File: src/rtl/rs_enc_parity_gen.sv
// rs_enc_parity_gen: streaming Reed-Solomon (GF(256), poly 0x11D, alpha=0x02)
// parity generator. Passes N_DATA message bytes through, then appends four
// parity bytes from g(x) = (x+1)(x+a)(x+a^2)(x+a^3).
// Optional macro CD_PARITY_INVERT_EN: parity bytes are inverted (XOR 0xFF) on
// output only; the LFSR registers and the data bytes are unaffected.
module rs_enc_parity_gen #(
  parameter int N_DATA = 28
) (
  input  logic       i_clk,
  input  logic       i_resb,
  input  logic       i_frame_sync,
  input  logic [7:0] i_data,
  input  logic       i_data_valid,
  output logic       o_data_ready,
  output logic [7:0] o_data,
  output logic       o_data_valid,
  input  logic       i_data_ready,
  output logic       o_last,
  output logic       o_abort
);

  typedef enum logic [1:0] {S_IDLE, S_DATA, S_PAR} state_t;

  localparam logic [7:0] N_LAST = 8'(N_DATA);

`ifdef CD_PARITY_INVERT_EN
  localparam logic [7:0] PAR_MASK = 8'hFF;
`else
  localparam logic [7:0] PAR_MASK = 8'h00;
`endif

  // GF(256) multiply; with a constant operand this folds to an XOR network
  function automatic logic [7:0] gf_mul(input logic [7:0] a, input logic [7:0] b);
    logic [7:0] acc;
    logic [7:0] sh;
    acc = 8'h00;
    sh  = a;
    for (int i = 0; i < 8; i++) begin
      if (b[i]) acc = acc ^ sh;
      sh = {sh[6:0], 1'b0} ^ (sh[7] ? 8'h1D : 8'h00);
    end
    return acc;
  endfunction

  state_t     state, state_nxt;
  logic [7:0] cnt, cnt_nxt, cnt_inc;
  logic [1:0] par_idx, par_idx_nxt;
  logic [7:0] r0, r1, r2, r3;
  logic [7:0] r0_nxt, r1_nxt, r2_nxt, r3_nxt;
  logic [7:0] data_nxt;
  logic       valid_nxt, last_nxt, abort_nxt;
  logic       free, accept, restart;
  logic [7:0] fb, r0_base, r1_base, r2_base;

  // Next-state, handshake and LFSR update; a sync byte restarts the LFSR from zero
  always_comb begin
    state_nxt   = state;
    cnt_nxt     = cnt;
    par_idx_nxt = par_idx;
    r0_nxt      = r0;
    r1_nxt      = r1;
    r2_nxt      = r2;
    r3_nxt      = r3;
    data_nxt    = o_data;
    valid_nxt   = o_data_valid;
    last_nxt    = o_last;
    abort_nxt   = 1'b0;

    free         = !o_data_valid || i_data_ready;
    o_data_ready = (state != S_PAR) && free;
    accept       = i_data_valid && o_data_ready;
    restart      = accept && i_frame_sync;
    cnt_inc      = restart ? 8'd1 : cnt + 8'd1;
    fb           = i_data ^ (restart ? 8'h00 : r3);
    r0_base      = restart ? 8'h00 : r0;
    r1_base      = restart ? 8'h00 : r1;
    r2_base      = restart ? 8'h00 : r2;

    if (free) begin
      valid_nxt = 1'b0;
      last_nxt  = 1'b0;
    end

    case (state)
      S_IDLE, S_DATA: begin
        if (accept && (restart || state == S_DATA)) begin
          r3_nxt    = r2_base ^ gf_mul(fb, 8'h0F);
          r2_nxt    = r1_base ^ gf_mul(fb, 8'h36);
          r1_nxt    = r0_base ^ gf_mul(fb, 8'h78);
          r0_nxt    = gf_mul(fb, 8'h40);
          cnt_nxt   = cnt_inc;
          data_nxt  = i_data;
          valid_nxt = 1'b1;
          last_nxt  = 1'b0;
          abort_nxt = restart && (state == S_DATA);
          state_nxt = (cnt_inc == N_LAST) ? S_PAR : S_DATA;
        end
      end
      S_PAR: begin
        if (free) begin
          data_nxt    = r3 ^ PAR_MASK;
          valid_nxt   = 1'b1;
          last_nxt    = (par_idx == 2'd3);
          r3_nxt      = r2;
          r2_nxt      = r1;
          r1_nxt      = r0;
          r0_nxt      = 8'h00;
          par_idx_nxt = par_idx + 2'd1;
          if (par_idx == 2'd3) state_nxt = S_IDLE;
        end
      end
      default: state_nxt = S_IDLE;
    endcase
  end

  // State, LFSR and registered output slot; reset discards any partial frame
  always_ff @(posedge i_clk or negedge i_resb) begin
    if (!i_resb) begin
      state        <= S_IDLE;
      cnt          <= 8'd0;
      par_idx      <= 2'd0;
      r0           <= 8'h00;
      r1           <= 8'h00;
      r2           <= 8'h00;
      r3           <= 8'h00;
      o_data       <= 8'h00;
      o_data_valid <= 1'b0;
      o_last       <= 1'b0;
      o_abort      <= 1'b0;
    end else begin
      state        <= state_nxt;
      cnt          <= cnt_nxt;
      par_idx      <= par_idx_nxt;
      r0           <= r0_nxt;
      r1           <= r1_nxt;
      r2           <= r2_nxt;
      r3           <= r3_nxt;
      o_data       <= data_nxt;
      o_data_valid <= valid_nxt;
      o_last       <= last_nxt;
      o_abort      <= abort_nxt;
    end
  end

endmodule

File: config.mk
export PLATFORM = sky130hd
export DESIGN_NAME = rs_enc_parity_gen
export DESIGN_NICKNAME = d
export VERILOG_FILES = /design/src/rtl/rs_enc_parity_gen.sv
export SDC_FILE = /design/constraint.sdc
export NUM_CORES = 1
export LEC_CHECK = 0
export CAP_MARGIN = 20
export CORE_MARGIN = 2
export CORE_UTILIZATION = 46
export CTS_CLUSTER_DIAMETER = 30
export DETAILED_ROUTE_END_ITERATION = 7
export PLACE_DENSITY = 0.66
export SETUP_SLACK_MARGIN = 0.5
export SYNTH_ARGS = -nofsm -noshare
export SYNTH_HDL_FRONTEND = slang
export SYNTH_SLANG_ARGS = --single-unit
File: constraint.sdc
create_clock -name i_clk -period 2.1 [get_ports i_clk]
set_input_delay 0.42 -clock i_clk [delete_from_list [all_inputs] [get_ports i_clk]]
set_output_delay 0.42 -clock i_clk [all_outputs]
set_load 0.005 [all_outputs]
# Word level (Yosys, flattened, before mapping)
# Cells that the tools add are included.
# word_totals
regBits,55
elab_cells,120
# op_classes
n_addsub,2
eq_ne,8
muxes,65
n_bitwise,19
n_reduce_logical,15
# op_table
operator,count
2-to-1 mux 8 bit,39
XOR 8 bit,13
one-hot mux 8 bit (2 select lines),5
XOR 8 x 5 -> 8 bit,6
2-to-1 mux 5 bit,6
adder 8 x 1 -> 8 bit (second input constant),1
equality test 8 x 5 -> 1 bit (second input constant),1
2-to-1 mux 1 bit,8
2-to-1 mux 2 bit,4
!= test 2 bit (second input constant),4
AND reduction 3 bit,2
logical AND 1 bit,5
equality test 2 bit (second input constant),2
one-hot mux 1 bit (2 select lines),2
one-hot mux 2 bit (2 select lines),1
AND reduction 2 bit,2
adder 2 x 1 -> 2 bit (second input constant),1
equality test 2 x 1 -> 1 bit (second input constant),1
logical NOT 2 bit,1
logical OR 1 bit,2
nonzero test 2 bit,1
OR reduction 2 bit,1
logical NOT 1 bit,1

# Logic depth before layout (Yosys ltp)
# Gate-level depths: netlist of run 1.
# depth
depth_word,27
mapped_depth,8
mapped_depth_nobuf,7

# Worst setup path before layout of run 1
# Ideal clock, no wire load.
# synth_path
kind,reg-to-reg
from,reg r3[6]
to,reg r1[6]
setup_time_ns,0.140
t_arrival_ns,1.881
required_ns,1.960
path_slack_ns,0.079
stages_incl_launch_ff,8
n_path_buf,1
cell_sequence,dfrtp_1 -> buf_6 -> xnor3_1 -> a41oi_2 -> xnor2_2 -> xnor3_1 -> a211oi_1 -> a311oi_1
# synth_via
elab_chain_cells,19
word_cells_on_any_way,21
cone_classes,mux: 10; bitwise: 11
# synth_rtl
element,line_no,source
from (decl),48,"logic [7:0] r0, r1, r2, r3;"
from (signal assigned),137,r3 <= r3_nxt;
2-to-1 mux 8 bit *,74,fb = i_data ^ (restart ? 8'h00 : r3);
XOR 8 bit *,74,
XOR 8 x 5 -> 8 bit *,40,"sh = {sh[6:0], 1'b0} ^ (sh[7] ? 8'h1D : 8'h00);"
2-to-1 mux 5 bit *,40,
XOR 8 x 5 -> 8 bit * (3 in a row),40,
XOR 8 bit,39,if (b[i]) acc = acc ^ sh;
2-to-1 mux 8 bit,86,if (accept && (restart || state == S_DATA)) begin
2-to-1 mux 8 bit,84,case (state)
XOR 8 bit,39,
2-to-1 mux 8 bit,86,
2-to-1 mux 8 bit,84,
XOR 8 bit *,39,
2-to-1 mux 8 bit *,86,
2-to-1 mux 8 bit *,84,
XOR 8 bit *,89,"r1_nxt = r0_base ^ gf_mul(fb, 8'h78);"
2-to-1 mux 8 bit *,86,
one-hot mux 8 bit (2 select lines) *,84,
to (signal assigned),135,r1 <= r1_nxt;
to (decl),48,
# Every way passes the cells marked *; elsewhere a longest branch is shown, timed or not. The select of a mux whose other input is x is not followed.
# A chain may end at the register's enable or synchronous reset.

# Final worst setup path of run 1
# layout_path
from,reg r3[4]
to,reg r1[5]
# layout_via
elab_chain_cells,17
word_cells_on_any_way,18
cone_classes,mux: 8; bitwise: 10
# layout_rtl
element,line_no
2-to-1 mux 8 bit *,74
XOR 8 bit *,74
XOR 8 x 5 -> 8 bit * (3 in a row),40
2-to-1 mux 5 bit *,40
XOR 8 x 5 -> 8 bit * (2 in a row),40
XOR 8 bit,39
2-to-1 mux 8 bit,86
2-to-1 mux 8 bit,84
XOR 8 bit *,39
2-to-1 mux 8 bit *,86
2-to-1 mux 8 bit *,84
XOR 8 bit *,89
2-to-1 mux 8 bit *,86
one-hot mux 8 bit (2 select lines) *,84
# Marks and branches as above.

==> summary.md, run 1 <==
The worst path in the final design needs a cycle of 2300 ps, including I/O delays and setup. TritonCTS built the clock tree. The worst setup path is of the reg2reg kind. The run gives 36 as the number of placement rows. The first detailed-routing pass took 6 iterations. The number of sinks handled by clock tree synthesis was 55; the number of antenna violations at the first check in global routing was 0. After synthesis the netlist holds a flip-flop and latch count of 55. The tools report the startpoint type of the worst setup path as a flop. Max-cap violations in this run came to 0. Dividing the detail-routed wire length by the instance count gives 25.2 um. The endpoint required time on the critical path came out at 2340 ps. In the post-synthesis netlist, the biggest area contributors are sky130_fd_sc_hd__dfrtp_1, sky130_fd_sc_hd__xnor2_1, sky130_fd_sc_hd__xnor3_1, sky130_fd_sc_hd__xor2_1, sky130_fd_sc_hd__o21ai_0.

For the floorplan core area, the log shows 9730 um^2. The power density over the cells was 2070 nW/um^2. In this run the remaining antenna-violating nets after routing total 0. The signal on the critical path passes through xnor2_4 > buf_4 > xnor2_1 > xnor3_1 > and3_4 > o2111ai_2 > nand4b_1.

The run gives 25 as the number of top-level design ports. Across the routed clock network, the largest skew measured is 35.9 ps. Yosys mapped the design onto 55 distinct sky130hd cell types. The Yosys step of the flow raised 0 warnings.

In this run the critical register-to-register path is launched from r3[4]. The mapped cell area was 4610 um^2; the number of instances in the synthesized netlist was 528. Measured along the y axis, the die boundary spans 104 um.

For the met1 track demand over resource in global routing, the log shows 38.9%. Global routing usage on met3: 5.51%. The headroom to the max-slew limit is 64.8%, and the sequential share of the synthesized area is 29.9%. At the end of routability-driven placement, the weighted congestion stood at 0.868. After clock tree synthesis, the clock-pin slew on the worst setup and hold paths is 140 ps.

The tools report the overall via count from detail_route as 5376. In this run the horizontal extent of the chip is 104 um. The number of buffers created by CTS is 5, and the mean instance size in the synthesized netlist is 8.73 um^2. The tools report the max-slew violation count as 0. In this run the clock root is driven by a sky130_fd_sc_hd__clkbuf_8. In the synthesized netlist the async set-or-reset flop fraction comes to 100%.

The tools report the count of unresolved DRC violations after routing as 0. The most frequently used cell type in the post-synthesis netlist is sky130_fd_sc_hd__xnor2_1. The setup slack after layout was -196 ps; the number of input and output port buffers inserted was 24. Global routing used 49.9% of the available met2 tracks. The clock latency of the later-clocked register in the worst-skew pair is 360 ps. Before CTS, the worst setup slack after placement is -420 ps.

After detailed routing, the number of vias per cell comes to 6.51. In this run the most used layer during global routing was met2. At the worst endpoint, the arrival time is 2540 ps. The worst register-to-register path ends at r1[5]. The largest incremental delay on the critical path works out to 510 ps. The checks that failed: negative setup slack.

The logs give 707 for the final net count and 13 for the setup-violating endpoint count in the final report. In this run the biggest area consumer among cell types represents 29.9% of the synthesized area. For the final wirelength, the log shows 20800 um. The net count after synthesis is 543. The share of final-layout standard cells stronger than drive strength 1 works out to 50.6%. The number of cells on the worst reg-to-reg path is 7.

The maximum fanout count along the critical path was 4; the static leakage was 3.40 nW. For this run, the top clock speed supported by timing is 0.435 GHz. The number of enable-type register cells in the synthesized netlist was 0; the maximum number of pins on one net before global-route repair was 56. The minimum setup slack among reg-to-reg paths was -200 ps; the total congestion overflow was 0. For this run, the leading register cell type out of synthesis is sky130_fd_sc_hd__dfrtp_1.

Setup repair after global routing could not meet its margin everywhere. Half-perimeter wire length of the detailed placement result: 9900 um. Power comes to 16.0 mW. The tools report the number of global-route vias before repair as 4798.

Standard cell with the maximum stage delay on the critical path: sky130_fd_sc_hd__dfrtp_2. CTS built an H-tree with a depth of 2. After layout, the worst path uses 109% of the clock period.

After clock tree synthesis, the flow added hold-fix buffers numbering 0. Once the floorplan was initialized, standard cells occupied 47.4% of the core. By count the netlist is led by sky130_fd_sc_hd__xnor2_1, sky130_fd_sc_hd__nand2_1, sky130_fd_sc_hd__dfrtp_1. The area added between synthesis and finish works out to 68.2%.

The buffering stage count on the worst path with inverters included was 1. The tools report the hold violation total from the final report as 0. VDD sags by at most 1.12 mV. The die covers 10800 um^2. Slew at the pin closest to its max-slew limit: 524 ps. The tools report the number of inserted filler cells in the final layout as 516.

The biggest area consumer among synthesized cells was sky130_fd_sc_hd__dfrtp_1. The min-delay analysis places its worst path in the category in2async. The tools report the type of destination of the critical path as a flop. In this design, the largest share of critical-path delay is due to XOR/XNOR gates.

For this run, the total global-route usage over all layers was measured as 30.4%. The starting DRC count in detailed routing was 626. The run finished, with violations left. The tools report the maximum clock insertion buffer count as 2. The logs give 0 for the count of inserted antenna diode cells and 25800 um for the first-pass GRT wire length.
==> per-layer routing <==
metal	part of all wire, %	vias up
met5	0	-
li1	-	2174
met3	10	153
met1	36	2600
met2	46	449
met4	7.9	0
==> worst max-delay path by stage <==
| stage | slack (ps) | to | from | depth (start not counted) |
|---|---|---|---|---|
| global placement | -360 | r1[5] | i_data[1] | 7 |
| finish | -200 | r1[5] | r3[4] | 7 |
| floorplan | 180 | r2[2] | r3[3] | 7 |
| global route | -230 | r1[5] | r3[4] | 7 |
| detailed placement | -420 | r3[5] | i_data[2] | 8 |
| CTS | 60 | r2[2] | r3[6] | 7 |
==> through the flow <==
step	setup TNS, ps	cell area, um^2	util, %	instances	hold WS, ps
global placement	-7600	5820	59.9	744	445
floorplan	0	4920	-	528	124
global route	-1400	7750	79.7	826	84.1
detailed placement	-9210	5820	59.9	744	448
CTS	0	7020	72.2	802	76.9
finish	-872	7750	79.7	826	37.2
==> flip-flops by register name, summed over array words and instances, names as in the netlist <==
register,flops
cnt,8
o_data,8
r0,8
r1,8
r2,8
r3,8
par_idx,2
state,2
o_abort,1
o_data_valid,1
o_last,1
==> cell families after synthesis <==
kind of cell / share of synthesized area, %
AND/OR/NAND/NOR: 16.2
flip-flops: 29.9
AO/OA/AOI/OAI: 18.6
buffers and inverters: 5.00
multiplexers: 1.55
adder cells (fa/ha/maj): 0.543
XOR/XNOR: 28.3
==> cell usage in the layout (no fill, tap or decap), types with 7 or more instances in the layout <==
master,Yosys,final
sky130_fd_sc_hd__a21oi_1,33,22
sky130_fd_sc_hd__dfrtp_1,55,45
sky130_fd_sc_hd__xnor2_2,5,30
sky130_fd_sc_hd__buf_6,2,47
sky130_fd_sc_hd__nor2_4,0,10
sky130_fd_sc_hd__xnor2_1,64,26
sky130_fd_sc_hd__xnor3_1,12,7
sky130_fd_sc_hd__a21oi_2,0,10
sky130_fd_sc_hd__xnor2_4,1,14
sky130_fd_sc_hd__and3_1,11,8
sky130_fd_sc_hd__xor2_1,27,15
sky130_fd_sc_hd__buf_12,0,13
sky130_fd_sc_hd__nand3_1,21,14
sky130_fd_sc_hd__buf_4,7,110
sky130_fd_sc_hd__o21ai_1,7,31
sky130_fd_sc_hd__dfrtp_2,0,10
sky130_fd_sc_hd__o21ai_0,45,18
sky130_fd_sc_hd__a31oi_1,20,18
sky130_fd_sc_hd__nor2_1,37,22
sky130_fd_sc_hd__nand2_1,57,52
sky130_fd_sc_hd__dlygate4sd2_1,0,15
sky130_fd_sc_hd__xor2_4,2,9
==> report_power, final <==
group,switching [mW],internal [mW],total (mW)
registers,0.670,1.51,2.18
logic,6.30,6.82,13.1
clock network,0.450,0.279,0.728
total,7.42,8.60,16.0
==> timing repair <==
action	CTS	global route
gates cloned	3	1
pin swaps	73	53
setup endpoints to repair	60	51
buffers inserted	47	23
gates resized for setup	187	108
==> worst register-to-register path, cell delays in order, from the launching register on <==
cell,delay [ps]
sky130_fd_sc_hd__dfrtp_2,510
sky130_fd_sc_hd__xnor2_4,190
sky130_fd_sc_hd__buf_4,150
sky130_fd_sc_hd__xnor2_1,240
sky130_fd_sc_hd__xnor3_1,520
sky130_fd_sc_hd__and3_4,220
sky130_fd_sc_hd__o2111ai_2,220
sky130_fd_sc_hd__nand4b_1,150
==> cell type report <==
cell class,count,area (um^2),area share [%]
multi-input cells,425,4090,52.8
well taps,133,166,2.15
inverters,3,11.3,0.145
clock buffers,6,82.6,1.07
flip-flops and latches,55,1390,17.9
clock inverters,2,17.5,0.226
repair buffers,202,2000,25.7
No activity file was read; power rests on OpenSTA's default activity.
==> inputs of run 2 (changes only) <==
- SLEW_MARGIN: not set -> 5
==> results of run 2 <==
The final DEF is identical to that of run 1; final timing and power are the same.
==> inputs of run 3 (changes only) <==
- CORE_MARGIN: 2 -> not set
- SKIP_CTS_REPAIR_TIMING: not set -> 1
==> run 3 against run 2 <==
Effect of this change: the flow still finishes with violations (negative setup slack); final cell count decreased by 3.0%; clock skew decreased by 25 ps; count of clock-buffer cells in the layout unchanged; cell area decreased by 7.3%; sequential power about the same; global-route usage decreased by 2.9 points; non-clock buffer count decreased by 25.
==> summary.md, run 3 (synthesis gave the netlist of run 1 again) <==
The flow ran to the end, but the final reports show violations. Violated checks: negative setup slack (unchanged). The global placement routability congestion was 0.972 (was 0.868); the number of top-level design ports was 25 (unchanged).

For the clock latency of the later-clocked register in the worst-skew pair, the log shows 350 ps (was 360 ps). The final net count was 682 (was 707); the final period demand of the worst path was 2190 ps (was 2300 ps). Most common library cell in the layout ignoring fill and taps: sky130_fd_sc_hd__buf_4 (unchanged).

Number of sinks handled by clock tree synthesis: 55 (unchanged). The maximum clock insertion buffer count was 2 (unchanged); the share of final-layout standard cells stronger than drive strength 1 was 42.7% (was 50.6%). The startpoint of the most critical register-to-register path was r3[3] (was r3[4]). The full die area was 10400 um^2 (was 10800 um^2). TritonCTS built the clock tree.

The number of global-route vias before repair was 4016 (was 4798). The startpoint type of the worst setup path was a flop (unchanged). The starting DRC count in detailed routing was 413 (was 626).

The tools report the total congestion overflow as 0 (unchanged). Setup repair after global routing could not meet its margin everywhere. The area added between synthesis and finish was 55.9% (was 68.2%); the final wirelength was 16600 um (was 20800 um).

The run gives 0 (unchanged) as the number of antenna violations at the first check in global routing. Most frequent cells in the layout: sky130_fd_sc_hd__buf_4, sky130_fd_sc_hd__nand2_1, sky130_fd_sc_hd__dfrtp_1, sky130_fd_sc_hd__o21ai_1 (was sky130_fd_sc_hd__buf_4, sky130_fd_sc_hd__nand2_1, sky130_fd_sc_hd__buf_6, sky130_fd_sc_hd__dfrtp_1, sky130_fd_sc_hd__o21ai_1). The overall via count from detail_route was 4758 (was 5376); the worst voltage drop across the vdd grid was 1.06 mV (was 1.12 mV). The floorplan core area came out at 9730 um^2 (unchanged). The tools report the endpoint required time on the critical path as 2320 ps (was 2340 ps). The maximum number of pins on one net before global-route repair was 26 (was 56). The tools report the timing endpoint of the critical path as r1[6] (was r1[5]). Standard cell with the maximum stage delay on the critical path: sky130_fd_sc_hd__dfrtp_2 (unchanged). The final cell utilization of the core was 73.8% (was 79.7%); the count of unresolved DRC violations after routing was 0 (unchanged).

The upper clock frequency limit came out at 0.457 GHz (was 0.435 GHz). Critical Path, Cell by Cell: xnor3_1 > a41oi_4 > xnor2_4 > xnor3_1 > a211oi_2 > a311oi_2 (was xnor2_4 > buf_4 > xnor2_1 > xnor3_1 > and3_4 > o2111ai_2 > nand4b_1). For the setup-violating endpoint count in the final report, the log shows 5 (was 13). The largest incremental delay on the critical path was 520 ps (was 510 ps); the max capacitance violation total was 0 (unchanged). Final cycle utilization of the critical path: 104% (was 109%). The die width was 102 um (was 104 um); the per-cell routed wire length was 20.7 um (was 25.2 um). The half-perimeter wire length of the detailed placement result is 10200 um (was 9900 um).

Max-slew violation count: 0 (unchanged). The setup slack after layout was -86.3 ps (was -196 ps); the worst endpoint data arrival time was 2400 ps (was 2540 ps). For the static leakage, the log shows 3.29 nW (was 3.40 nW). The classification of the worst-slack hold path was in2async (unchanged). The tools report the type of destination of the critical path as a flop (unchanged). The first-pass GRT wire length was 21400 um (was 25800 um); the slew at the pin closest to its max-slew limit was 504 ps (was 524 ps).

Maximum fanout count along the critical path: 5 (was 4). Critical setup path kind: reg2reg (unchanged). Power density over the cells: 1940 nW/um^2 (was 2070 nW/um^2). For the worst setup skew after layout, the log shows 11.0 ps (was 35.9 ps).

The number of placement rows is 36 (unchanged), and the minimum setup slack after placement is -449 ps (was -420 ps). The timing startpoint of the critical path was r3[3] (was r3[4]). The number of buffers created by CTS is 5 (unchanged). The final antenna-violating net count was 0 (unchanged). The tools report the global-route total usage across every layer as 27.5% (was 30.4%). The endpoint of the worst register-to-register path was r1[6] (was r1[5]).

Library cell appearing most often on the critical path: sky130_fd_sc_hd__xnor3_1. The logic depth of the worst register-to-register path is 6 (was 7), and the hold violation total from the final report is 0 (unchanged). The headroom to the max-slew limit came out at 66.4% (was 64.8%). The clock root buffer was sky130_fd_sc_hd__clkbuf_8 (unchanged).

The die height is 102 um (was 104 um). The count of inserted antenna diode cells is 0 (unchanged), and the number of input and output port buffers inserted is 24 (unchanged). The tools report the minimum setup slack among reg-to-reg paths as -90 ps (was -200 ps). The vias per cell was 5.94 (was 6.51); the deepest level of the CTS H-tree was 2 (unchanged). The initial cell density of the core is 47.4% (unchanged).

The iteration count of the initial detailed-routing pass came out at 5 (was 6). The clock-pin transition on the worst setup and hold timing paths came out at 120 ps (was 140 ps).
## run 3: cell count changes in the layout (fill, tap and decap cells not counted), moves of 6 or more
cell	delta
sky130_fd_sc_hd__xnor2_1	+6
sky130_fd_sc_hd__a21oi_2	-6
sky130_fd_sc_hd__a21oi_1	+7
sky130_fd_sc_hd__buf_6	-17
sky130_fd_sc_hd__dlygate4sd2_1	-15
sky130_fd_sc_hd__nor2_4	-10
sky130_fd_sc_hd__nor2_1	+10
sky130_fd_sc_hd__dlymetal6s2s_1	+20
## run 3: worst min path at each step
stage	start	endpoint	depth (start not counted)
finish	i_resb	cnt[1]	1
global route	i_resb	cnt[5]	1
CTS	i_resb	cnt[2]	1
detailed placement	i_resb	cnt[2]	1
global placement	i_resb	cnt[5]	1
floorplan	i_resb	cnt[0]	0
## run 3: final cells by class
| type | count | area (um^2) |
|---|---|---|
| repair buffers | 177 | 1730 |
| fillers | 647 | 2550 |
| flip-flops and latches | 55 | 1390 |
| well taps | 133 | 166 |
| clock inverters | 2 | 20.0 |
| multi-input cells | 425 | 3780 |
| clock buffers | 6 | 82.6 |
| inverters | 3 | 11.3 |
## run 3: worst max-delay path, delay by kind of cell, from the launching register on
family | cells | cell delay [ps]
AO/OA/AOI/OAI | 3 | 550
XOR/XNOR | 3 | 990
flip-flops | 1 | 520
## run 3: stage by stage
| step | std cells | instance area, um^2 | power [mW] | hold slack (ps) | TNS [ps] |
|---|---|---|---|---|---|
| final | 801 | 7180 | 13.9 | 18.6 | -153 |
| after floorplan | 528 | 4920 | 7.68 | 124 | 0 |
| after CTS | 752 | 5990 | 10.7 | 58.1 | -534 |
| after global placement | 744 | 5890 | 9.70 | 415 | -6880 |
| after detailed placement | 744 | 5890 | 9.93 | 424 | -8510 |
| after global routing | 801 | 7180 | 14.7 | 64.6 | -489 |
## run 3: layer usage
layer / up-vias / track usage, % / share of wire [%]
met1: 2335 / 38.5 / 40
li1: 2125 / - / -
met5: - / 0 / 0
met3: 57 / 3.35 / 6.5
met2: 241 / 45.1 / 50
met4: 0 / 7.69 / 3.7
## run 3: power breakdown
part	internal, mW	leakage (nW)	switching (mW)
Sequential	1.51	0.649	0.677
Combinational	5.95	2.59	5.10
Clock	0.279	0.0533	0.424
Total	7.74	3.29	6.20
